### src/rtl/slot_game_pkg.sv
// Shared types and constants for the slot reel game.
// Segment codes are active-low, ordered a..g with a in bit 6.
package slot_game_pkg;

  typedef enum logic [1:0] {
    IDLE,
    SPIN,
    JUDGE,
    RESULT
  } state_t;

  localparam int SEG_A  = 7;
  localparam int SEG_B  = 6;
  localparam int SEG_C  = 5;
  localparam int SEG_D  = 4;
  localparam int SEG_E  = 3;
  localparam int SEG_F  = 2;
  localparam int SEG_G  = 1;
  localparam int SEG_DP = 0;

  localparam logic [6:0] HEX_SEG [0:15] = '{
    7'b0000001,
    7'b1001111,
    7'b0010010,
    7'b0000110,
    7'b1001100,
    7'b0100100,
    7'b0100000,
    7'b0001111,
    7'b0000000,
    7'b0000100,
    7'b0001000,
    7'b1100000,
    7'b0110001,
    7'b1000010,
    7'b0110000,
    7'b0111000
  };

endpackage

### src/rtl/slot_reel_game_if.sv
// Button inputs and display/status outputs of the slot game.
// The board side is master, the game controller is slave.
interface slot_reel_game_if #(
  parameter int NUM_REELS = 3,
  parameter int SYMBOL_W  = 4,
  parameter int SCORE_W   = 8
);
  logic                          start_btn;
  logic [NUM_REELS-1:0]          stop_btn;
  logic [NUM_REELS*SYMBOL_W-1:0] reel_val;
  logic [NUM_REELS*8-1:0]        seg_n;
  logic [NUM_REELS-1:0]          stopped;
  logic                          spinning;
  logic                          win;
  logic                          lose;
  logic [SCORE_W-1:0]            score;

  modport master (
    output start_btn, stop_btn,
    input  reel_val, seg_n, stopped,
    input  spinning, win, lose, score
  );

  modport slave (
    input  start_btn, stop_btn,
    output reel_val, seg_n, stopped,
    output spinning, win, lose, score
  );
endinterface

### src/rtl/hex_seg_enc.sv
// Hex digit to active-low 7-segment code with decimal point.
// Output bits [7:1] are segments a..g, bit 0 is DP.
module hex_seg_enc
  import slot_game_pkg::*;
(
  input  logic [3:0] val,
  input  logic       dp_on,
  output logic [7:0] seg_n
);
  logic [6:0] code;

  always_comb begin
    code         = HEX_SEG[val];
    seg_n        = '1;
    seg_n[SEG_A] = code[6];
    seg_n[SEG_B] = code[5];
    seg_n[SEG_C] = code[4];
    seg_n[SEG_D] = code[3];
    seg_n[SEG_E] = code[2];
    seg_n[SEG_F] = code[1];
    seg_n[SEG_G] = code[0];
    seg_n[SEG_DP] = ~dp_on;
  end
endmodule

### src/rtl/slot_reel_game.sv
// N-reel slot game: synchronised buttons, tick prescaler,
// reel counters and IDLE/SPIN/JUDGE/RESULT game FSM.
module slot_reel_game
  import slot_game_pkg::*;
#(
  parameter int NUM_REELS    = 3,
  parameter int SYMBOL_W     = 4,
  parameter int TICK_DIV     = 500000,
  parameter int RESULT_TICKS = 8,
  parameter int SCORE_W      = 8
) (
  input  logic clk,
  input  logic rst,
  slot_reel_game_if.slave io
);
  localparam int BW = NUM_REELS + 1;
  localparam int PW = (TICK_DIV > 1) ? $clog2(TICK_DIV) : 1;
  localparam int RW = $clog2(RESULT_TICKS + 1);

  logic [BW-1:0]        s1, s2, s3;
  logic [BW-1:0]        btn_edge;
  logic [PW-1:0]        presc;
  logic                 tick;
  logic [SYMBOL_W-1:0]  reel [NUM_REELS];
  logic [NUM_REELS-1:0] stopped;
  logic [NUM_REELS-1:0] stop_hit;
  logic [RW-1:0]        rcnt;
  logic [SCORE_W-1:0]   score;
  logic                 win, lose, spinning;
  logic                 match;
  state_t               state;

  // bit 0 is start, bits NUM_REELS:1 are the stop buttons
  always_ff @(posedge clk) begin
    if (!rst) begin
      s1 <= '0;
      s2 <= '0;
      s3 <= '0;
    end else begin
      s1 <= {io.stop_btn, io.start_btn};
      s2 <= s1;
      s3 <= s2;
    end
  end

  assign btn_edge = s2 & ~s3;
  assign stop_hit = btn_edge[NUM_REELS:1] & ~stopped;
  assign tick     = (presc == PW'(TICK_DIV - 1));

  always_ff @(posedge clk) begin
    if (!rst) presc <= '0;
    else      presc <= tick ? '0 : presc + 1'b1;
  end

  always_comb begin
    match = 1'b1;
    for (int i = 1; i < NUM_REELS; i++)
      if (reel[i] != reel[0]) match = 1'b0;
  end

  always_ff @(posedge clk) begin
    if (!rst) begin
      state    <= IDLE;
      stopped  <= '1;
      spinning <= 1'b0;
      win      <= 1'b0;
      lose     <= 1'b0;
      score    <= '0;
      rcnt     <= '0;
      for (int i = 0; i < NUM_REELS; i++)
        reel[i] <= '0;
    end else begin
      unique case (state)
        IDLE: begin
          if (btn_edge[0]) begin
            state    <= SPIN;
            stopped  <= '0;
            spinning <= 1'b1;
          end
        end
        SPIN: begin
          // a stop landing on a tick freezes the pre-tick symbol
          for (int i = 0; i < NUM_REELS; i++)
            if (tick && !stopped[i] && !stop_hit[i])
              reel[i] <= reel[i] + 1'b1;
          stopped <= stopped | stop_hit;
          if (&stopped) begin
            state    <= JUDGE;
            spinning <= 1'b0;
          end
        end
        JUDGE: begin
          if (match) begin
            win <= 1'b1;
            if (score != '1) score <= score + 1'b1;
          end else begin
            lose <= 1'b1;
          end
          rcnt  <= '0;
          state <= RESULT;
        end
        RESULT: begin
          if (tick) begin
            if (rcnt == RW'(RESULT_TICKS - 1)) begin
              win   <= 1'b0;
              lose  <= 1'b0;
              state <= IDLE;
            end else begin
              rcnt <= rcnt + 1'b1;
            end
          end
        end
      endcase
    end
  end

  for (genvar i = 0; i < NUM_REELS; i++) begin : g_reel
    assign io.reel_val[i*SYMBOL_W +: SYMBOL_W] = reel[i];
    hex_seg_enc u_enc (
      .val   (reel[i]),
      .dp_on (stopped[i]),
      .seg_n (io.seg_n[i*8 +: 8])
    );
  end

  assign io.stopped  = stopped;
  assign io.spinning = spinning;
  assign io.win      = win;
  assign io.lose     = lose;
  assign io.score    = score;
endmodule
### src/flat_wrapper.sv
// flat-port wrapper written by rule: the top's interface ports become plain ports
module slot_reel_game_flat import slot_game_pkg::*;
#(
  parameter int NUM_REELS    = 3,
  parameter int SYMBOL_W     = 4,
  parameter int TICK_DIV     = 500000,
  parameter int RESULT_TICKS = 8,
  parameter int SCORE_W      = 8
)
  (clk, rst, io_start_btn, io_stop_btn, io_reel_val, io_seg_n, io_stopped, io_spinning, io_win, io_lose, io_score);
  slot_reel_game_if #(.NUM_REELS(NUM_REELS), .SYMBOL_W(SYMBOL_W), .SCORE_W(SCORE_W)) io_i ();
  input  logic clk;
  input  logic rst;
  input wire logic [$bits(io_i.start_btn)-1:0] io_start_btn;
  input wire logic [$bits(io_i.stop_btn)-1:0] io_stop_btn;
  output wire logic [$bits(io_i.reel_val)-1:0] io_reel_val;
  output wire logic [$bits(io_i.seg_n)-1:0] io_seg_n;
  output wire logic [$bits(io_i.stopped)-1:0] io_stopped;
  output wire logic [$bits(io_i.spinning)-1:0] io_spinning;
  output wire logic [$bits(io_i.win)-1:0] io_win;
  output wire logic [$bits(io_i.lose)-1:0] io_lose;
  output wire logic [$bits(io_i.score)-1:0] io_score;
  assign io_i.start_btn = io_start_btn;
  assign io_i.stop_btn = io_stop_btn;
  assign io_reel_val = io_i.reel_val;
  assign io_seg_n = io_i.seg_n;
  assign io_stopped = io_i.stopped;
  assign io_spinning = io_i.spinning;
  assign io_win = io_i.win;
  assign io_lose = io_i.lose;
  assign io_score = io_i.score;
  slot_reel_game #(.NUM_REELS(NUM_REELS), .SYMBOL_W(SYMBOL_W), .TICK_DIV(TICK_DIV), .RESULT_TICKS(RESULT_TICKS), .SCORE_W(SCORE_W)) u_core (.clk(clk), .rst(rst), .io(io_i));
endmodule
### config.mk
export PLATFORM = sky130hd
export DESIGN_NAME = slot_reel_game_flat
export DESIGN_NICKNAME = d
export VERILOG_FILES = /design/src/rtl/slot_game_pkg.sv /design/src/rtl/slot_reel_game_if.sv /design/src/rtl/hex_seg_enc.sv /design/src/rtl/slot_reel_game.sv /design/src/flat_wrapper.sv
export SDC_FILE = /design/constraint.sdc
export NUM_CORES = 1
export LEC_CHECK = 0
export ABC_AREA = 1
export CAP_MARGIN = 20
export CELL_PAD_IN_SITES_DETAIL_PLACEMENT = 1
export CELL_PAD_IN_SITES_GLOBAL_PLACEMENT = 1
export CORE_MARGIN = 2
export CORE_UTILIZATION = 48
export CTS_BUF_LIST = sky130_fd_sc_hd__clkbuf_4 sky130_fd_sc_hd__clkbuf_8
export CTS_CLUSTER_DIAMETER = 30
export DETAILED_ROUTE_END_ITERATION = 12
export DONT_BUFFER_PORTS = 1
export GPL_ROUTABILITY_DRIVEN = 1
export GPL_TIMING_DRIVEN = 1
export MAX_ROUTING_LAYER = met4
export PLACE_DENSITY_LB_ADDON = 0.1
export SYNTH_ARGS = -nofsm -noshare
export SYNTH_HDL_FRONTEND = slang
export SYNTH_HIERARCHICAL = 1
export SYNTH_SLANG_ARGS = --single-unit
### constraint.sdc
create_clock -name clk -period 2.2 [get_ports clk]
set_clock_uncertainty 0.15 [all_clocks]
set_input_delay 0.44 -clock clk [delete_from_list [all_inputs] [get_ports clk]]
set_output_delay 0.44 -clock clk [all_outputs]
set_load 0.02 [all_outputs]
# Yosys cells after proc, flatten, opt, wreduce, memory -nomap -nowiden
# Memories as Yosys holds them, arrays and structs flattened.
# Index checks and enable logic that the tools add are counted.
totals:
  ff_bits: 51
  latch_bits: 0
  ramBits: 12
  mem_bits_ro: 336
  inputBits: 6
  out_inout_bits: 50
  mem_count: 4
mem_list:
  columns: ["name", "depth", "width", "rd", "rd_clocked_by_memory_dff", "write_ports", "line", "source"]
  rows:
  - ["(no name shown)", 16, 7, 1, 0, 0, "hex_seg_enc.sv:13", "code = HEX_SEG[val];"]
  - ["(no name shown)", 16, 7, 1, 0, 0, "hex_seg_enc.sv:13", null]
  - ["(no name shown)", 16, 7, 1, 0, 0, "hex_seg_enc.sv:13", null]
  - ["u_core.reel", 3, 4, 3, 0, 3, "slot_reel_game.sv:24", "logic [SYMBOL_W-1:0] reel [NUM_REELS];"]
classes:
  n_addsub: 6
  mul: 0
  div_mod_pow: 0
  order_cmp: 3
  eq_ne: 15
  shifts: 0
  mux: 43
  bitwise: 15
  reduce_logical: 24
op_table:
  columns: ["op", "n"]
  rows:
  - ["7-bit two-way mux", 6]
  - ["1-bit two-way mux", 21]
  - ["4-bit two-way mux", 5]
  - ["19-bit by 1-bit adder with 19-bit output, second input constant", 1]
  - ["19-bit equality test, second input constant", 1]
  - ["4-bit by 1-bit adder with 4-bit output, second input constant", 4]
  - ["5-bit >= comparator, second input constant", 3]
  - ["4-bit NOT with 5-bit output", 3]
  - ["3-bit AND reduction", 4]
  - ["4-bit AND reduction", 3]
  - ["2-bit by 1-bit inequality test with 1-bit output, second input constant", 5]
  - ["8-bit by 1-bit adder with 8-bit output, second input constant", 1]
  - ["2-bit two-way mux", 4]
  - ["4-bit inequality test", 2]
  - ["8-bit inequality test, second input constant", 1]
  - ["2-bit one-hot mux with 4 select lines", 1]
  - ["4-bit one-hot mux with 2 select lines", 1]
  - ["1-bit logical AND", 6]
  - ["1-bit logical NOT", 6]
  - ["1-bit one-hot mux with 2 select lines", 3]
  - ["3-bit one-hot mux with 2 select lines", 1]
  - ["4-bit bitwise AND", 1]
  - ["2-bit equality test, second input constant", 2]
  - ["4-bit by 3-bit equality test with 1-bit output, second input constant", 1]
  - ["13 further kinds", 20]

# Logic depth before layout (Yosys ltp)
# Gate-level depths: netlist of run 1.
logic_depth:
  depth_word: 10
  depth_mapped: 12
  mapped_depth_nobuf: 12

# Hierarchy
# The synthesis of run 1 kept the hierarchy.
modules_own_cells:
  columns: ["mod", "instances", "cells_per_inst", "area_each_um2"]
  rows:
  - ["slot_reel_game", 1, 403, 3069.2]
  - ["hex_seg_enc", 3, 50, 277.8]

# Worst setup path after synthesis of run 1
# No wires, ideal clock.
synth_path:
  path_kind: "register to output"
  start: "mem u_core.reel[0][0]"
  end: "out io_seg_n[5]"
  arrival_time_ns: 1.500
  t_required_ns: 1.610
  slack_ns: 0.110
  stages_incl_launch_ff: 5
  cell_sequence: "edfxtp_1 -> inv_1 -> ha_1 -> nand2_1 -> o21ai_0"
synth_rtl:
  columns: ["element", "line", "source"]
  rows:
  - ["start, declared", "slot_reel_game.sv:24", null]
  - ["end, declared", "flat_wrapper.sv:17", "output wire logic [$bits(io_i.seg_n)-1:0] io_seg_n;"]

==> out/metrics.cfg, run 1 <==
[status]
status = complete, no violations

[yosys]
async_reset_ff_share_pct = 0
netlist_instances = 553
synth_edf_count = 12
avgSynthCellArea_sq_um = 7.06
synth.most_common_cell = nand2_1
yosysSeqAreaShare_pct = 35.4
ys.flop_type = dfxtp_1
syn-cell-area_sq_um = 3900
yosysWarnings = 6
synthTopCellsByCount = 144 x nand2_1, 86 x inv_1, 61 x nand3_1
synth_cell_types = 31
synth_top_cell_area_share_pct = 26.2
synth_nets = 591
synth_top_area_cell = dfxtp_1
synthTopCellsByArea = dfxtp_1 26%, nand2_1 14%, ha_1 10%
synth-seq-cells = 63

[worst_hold_path]
hold_path_class = input port to register
min_from = rst
whs_path_depth = 2

[clock_network]
worstSkewPairLatency_ns = 0.34
htreeDepth = 3
cts-root-buf = clkbuf_8
clkTransAtPathRegs_ns = 0.07
clk_path_buf_depth = 2
cts_tree = built
ctsHoldBuffers = 0
numCtsBuffers = 9
cts.sinks = 63

[layout]
design_area_sq_um = 4510
n_antenna_cell = 0
nets = 627
drive_gt1_share_pct = 17.8
syn2layout_area_growth_pct = 15.5
seq_area_sq_um = 1380
fillers = 1024
multi_input_area_sq_um = 2160
final_util_pct = 57.7
instances_no_fill = 696

[route]
drtIter0Drc = 153
drt_pre_antenna_iters = 4
detail_route.wl_per_cell_um = 15.4
post_drt_via_cell_ratio = 5.33
wirelength_mm = 10.7
ant_nets = 0
drc_errors = 0
vias = 3711

[grt]
gr-total-overflow = 0
grt_max_degree = 25
grt_pass1_vias = 3979
grt_pass1_wl_mm = 18.2
antenna_found_initial = 0
grt_use_total_pct = 26.6

[worst_setup_path]
startpoint = u_core/reel[0][9]
rr_endpoint = u_core/reel[0][7]
path_class = register to primary output
end_kind = primary output
arrival_ns = 1.55
required_ns = 1.61
crit_path_end = io_seg_n[20]
start_kind = register
path_max_fanout = 5
rr_worst_depth = 9
reg2reg_slack_ns = 0.16
r2r-start = u_core/presc[0]

[sta]
grt_setup_unrepaired = true
drv_slew = 0
fmax_ghz = 0.467
relSlewSlack_pct = 70.5
fin_ws_ns = 0.0580
min_period_ns = 2.14
post-route-period-util_pct = 97.4
setup_violations = 0
tightestPinTransition_ns = 0.439
hold_viol_final = 0

[pwr]
ir_drop_mv = 0.491
p_comb_share_pct = 23.9
swShare_pct = 34.2
power.total_mw = 3.29
intPower_mw = 2.17
pwr-share-seq_pct = 42.1
power.density_nw_per_um2 = 731
power_switching_mw = 1.12
p_leak_nw = 2.15
pwr-share-clk_pct = 34.0

[floorplanning]
ios = 56
die_height_um = 94.2
initial_core_util_pct = 50.0
design.die.area_sq_um = 8870
rows = 32
die_width_um = 94.2
core_area_sq_um = 7810

[place]
dpl_cell_area_sq_um = 4180
post-place-ws_ns = 0.199
port_buffers = 0
dp.cells = 673
place_congestion = 0.857
dp_hpwl_mm = 7.74

[run]
drv_cap = 0

routing by layer:
metal  share of wire [%]  vias up  GRT usage [%]
met5                   0        -              -
met4                 2.5        0           12.1
met3                 3.4       22           3.29
met2                  53       78           49.5
met1                  41     1778           28.1
li1                    -     1833              -
worst min-delay path by stage:
stage	slack [ns]	endpoint
finish	0.05	u_core/s3[0]
detailed placement	0.26	u_core/s2[3]
floorplan	0.24	u_core/s2[0]
global route	0.04	u_core/s2[0]
global placement	0.25	u_core/s2[3]
CTS	0.03	u_core/s3[0]
layout make-up:
cell class / count / share of cell area [%]
Inverter: 89 / 7.41
Clock inverter: 4 / 1.55
Sequential cell: 63 / 30.6
Clock buffer: 12 / 3.25
Tap cell: 102 / 2.83
Timing Repair Buffer: 37 / 6.36
Multi-Input combinational cell: 389 / 47.9
power by group through the flow:
stage                     combinational, mW  sequential, mW  clock (mW)
after floorplan                       0.532            1.42           0
after global placement                0.717            1.41           0
after detailed placement              0.751            1.42           0
after CTS                             0.774            1.39        1.14
after global routing                  0.894            1.40        1.20
final                                 0.787            1.39        1.12
cell usage in the layout (no fill, tap or decap), types with 2 or more instances in the layout:
cell type	n
nand2_2	15
buf_6	3
inv_1	78
a21oi_1	29
nand3_1	59
nand2_1	130
o21ai_1	4
dfxtp_1	51
xor2_1	11
buf_4	33
clkinv_2	2
clkbuf_8	9
edfxtp_1	12
nor2_2	13
nand4_1	14
o21ai_2	3
o211ai_1	4
nand3_2	3
o21ai_0	10
inv_2	11
nor3_2	2
nor3_1	7
ha_1	31
nor2_4	2
bufinv_16	2
xnor2_1	3
clkbuf_4	3
nor2_1	41
cell families (layout without fill, tap and decap cells):
group                    count (synthesis)  in the layout  synth area share (%)
flip-flops                              63             63                  35.4
XOR/XNOR                                14             14                  3.14
AND/OR/NAND/NOR                        289            289                  32.8
AO/OA/AOI/OAI                           54             54                  7.79
adder cells (fa/ha/maj)                 32             32                  10.3
buffers and inverters                  101            142                  10.6
worst max-delay path: stages, from the launching register on:
cell and delay, ns:
edfxtp_1 0.48, inv_2 0.15, ha_1 0.27, nand2_1 0.09, nand3_1 0.09, nand2_2 0.13
timing repair:
action | in CTS | in global routing
endpoints found under the hold margin | 0 | 0
setup buffers | 5 | 1
gates resized for setup | 2 | 29
gates cloned | 0 | 1
setup endpoints to repair | 13 | 26
pin swaps | 0 | 1
flip-flops by register name (all words and copies together) (netlist names):
signal	flops
u_core/io.lose	1
u_core/io.score	8
u_core/io.spinning	1
u_core/io.stopped	3
u_core/reel	12
u_core/state	2
u_core/presc	19
u_core/s3	4
u_core/s1	4
u_core/rcnt	4
u_core/io.win	1
u_core/s2	4
through the flow:
stage / hold WS, ns / setup TNS (ns)
final: 0.0455 / 0
after detailed placement: 0.259 / 0
after global placement: 0.246 / 0
after CTS: 0.0279 / 0
after global routing: 0.0391 / -0.0768
after floorplan: 0.240 / 0
Note: power is estimated with default switching activity, not from simulation.
==> inputs of run 2 (changes only) <==
--- a/config.mk
+++ b/config.mk
@@ -8,6 +8,5 @@
 export ABC_AREA = 1
-export CAP_MARGIN = 20
 export CELL_PAD_IN_SITES_DETAIL_PLACEMENT = 1
 export CELL_PAD_IN_SITES_GLOBAL_PLACEMENT = 1
-export CORE_MARGIN = 2
+export CORE_MARGIN = 5
 export CORE_UTILIZATION = 48
--- a/constraint.sdc
+++ b/constraint.sdc
@@ -4,2 +4,2 @@
 set_output_delay 0.44 -clock clk [all_outputs]
-set_load 0.02 [all_outputs]
+set_load 0.01 [all_outputs]
==> out/metrics.cfg, run 2 (synthesis gave the netlist of run 1 again) <==
[status]
status = complete, no violations

[place]
place_congestion = 0.835
dpl_cell_area_sq_um = 4090
port_buffers = 0
dp.cells = 662
dp_hpwl_mm = 7.55

[worst_hold_path]
min_from = rst
hold_path_end = u_core/s2[3]
whs_path_depth = 2
hold_path_class = input port to register

[sta]
tightestPinTransition_ns = 0.532
hold_viol_final = 0
relSlewSlack_pct = 64.5
post-route-period-util_pct = 95.4
setup_tns_ns = 0
min_period_ns = 2.10
grt_setup_unrepaired = true
drv_slew = 0
fmax_ghz = 0.477
setup_violations = 0

[route]
wirelength_met1_mm = 4.41
wirelength_mm = 9.89
vias = 3499
drc_errors = 0
drtIter0Drc = 168
post_drt_via_cell_ratio = 5.14
drt_pre_antenna_iters = 4
wl_met3_um = 427
routed.top_layer = met4
dr_wl_met2_mm = 4.94
detail_route.wl_per_cell_um = 14.5
ant_nets = 0

[layout]
design_area_sq_um = 4300
final_common_cell = nand2_1
syn2layout_area_growth_pct = 10.2
largest_register = u_core/presc
largest_register_ffs = 19
n_antenna_cell = 0
nets = 612
drive_gt1_share_pct = 11.4
final_cell_mix = 143 x nand2_1, 85 x inv_1, 61 x nand3_1
fillers = 1018
instances_no_fill = 681
top_regs = u_core/presc x19, u_core/reel x12, u_core/io.score x8

[pwr]
ir_drop_mv = 0.552
power.density_nw_per_um2 = 686
p_leak_nw = 2.06
power.total_mw = 2.95

[worst_setup_path]
arrival_ns = 1.51
path_class = register to primary output
critPathTopFamily = flip-flops
end_kind = primary output
path_max_fanout = 5
slowest_stage = edfxtp_1
reg2reg_slack_ns = 0.19
required_ns = 1.61
critPathBufInv = 2
rr_endpoint = u_core/io.score[2]
cp_common_cell = nand2_1
rr_worst_depth = 10
start_kind = register
r2r-start = u_core/reel[0][0]
crit_chain = buf_4 > ha_1 > inv_1 > nand2_1 > nand3_1 > nand2_1
cp_slowest_stage_delay_ns = 0.45

[floorplanning]
rows = 32
die_width_um = 100
core_area_sq_um = 7810
initial_core_util_pct = 50.0
ios = 56
die_height_um = 100
design.die.area_sq_um = 10000

[grt]
grt_pass1_wl_mm = 16.6
grt_pass1_vias = 3617
gr-total-overflow = 0
grt_max_degree = 25
grt_use_total_pct = 20.7
antenna_found_initial = 0

[clock_network]
cts_tree = built
numCtsBuffers = 9
clkTransAtPathRegs_ns = 0.07
worstSkewPairLatency_ns = 0.33
htreeDepth = 3
cts-root-buf = clkbuf_8
clk_path_buf_depth = 2
cts.sinks = 63

[run]
drv_cap = 0

## run 2: cell count changes in the layout (fill, tap and decap cells not counted), sizes merged
cell / delta
clkinvlp: +1
clkbuf: +1
bufinv: -2
buf: -15
## run 2: worst max-delay path by stage
stage                            startpoint            endpoint  slack, ns  cells past startpoint
after detailed placement    u_core/state[0]  u_core/io.score[6]       0.27                      7
after global placement      u_core/presc[0]  u_core/reel[0][10]       0.34                      9
final                     u_core/reel[0][0]         io_seg_n[7]       0.10                      6
after CTS                 u_core/reel[0][8]        io_seg_n[21]      0.002                      5
after global routing      u_core/reel[0][0]         io_seg_n[4]     -0.008                      5
after floorplan           u_core/reel[0][0]         io_seg_n[4]       0.32                      5
## run 2: worst register-to-register path, cell delays in order, from the launching register on
cell and delay, ns:
edfxtp_1 0.45, buf_4 0.18, buf_4 0.14, nand2_1 0.06, o21ai_0 0.07, nor2_1 0.15, nand2_1 0.12, inv_1 0.11
nand3_1 0.23, nand2_1 0.15, a21oi_1 0.09
## run 2: what timing repair did
item	in CTS	in global routing
buffers inserted	1	2
hold buffers	0	0
cloned	0	0
endpoints found under the setup margin	2	9
resized for setup	1	3
## run 2: through the flow
step | setup WS [ns] | util [%] | hold slack [ns]
after global routing | -0.00764 | 55.1 | 0.0432
after detailed placement | 0.271 | 52.4 | 0.253
after global placement | 0.339 | 52.4 | 0.249
after floorplan | 0.325 | - | 0.240
after CTS | 0.00206 | 54.9 | 0.0440
final | 0.102 | 55.1 | 0.0533
## run 2: area by class of cell
class / instances / area [sq um] / area share [%]
Tap cell: 102 / 128 / 2.97
Clock buffer: 13 / 166 / 3.87
Multi-Input combinational cell: 389 / 2110 / 49.0
Timing Repair Buffer: 22 / 165 / 3.84
Clock inverter: 3 / 17.5 / 0.407
Sequential cell: 63 / 1380 / 32.1
Inverter: 89 / 334 / 7.77
## run 2: layer usage
| layer | vias up | GRT usage (%) |
|---|---|---|
| met4 | 0 | 6.11 |
| li1 | 1798 | - |
| met5 | - | - |
| met3 | 9 | 3.96 |
| met1 | 1628 | 24.1 |
| met2 | 64 | 36.2 |
## run 2: where the power goes
group | internal (mW) | switching [mW]
sequential | 1.26 | 0.113
clock | 0.492 | 0.429
combinational | 0.205 | 0.458
total | 1.95 | 0.999
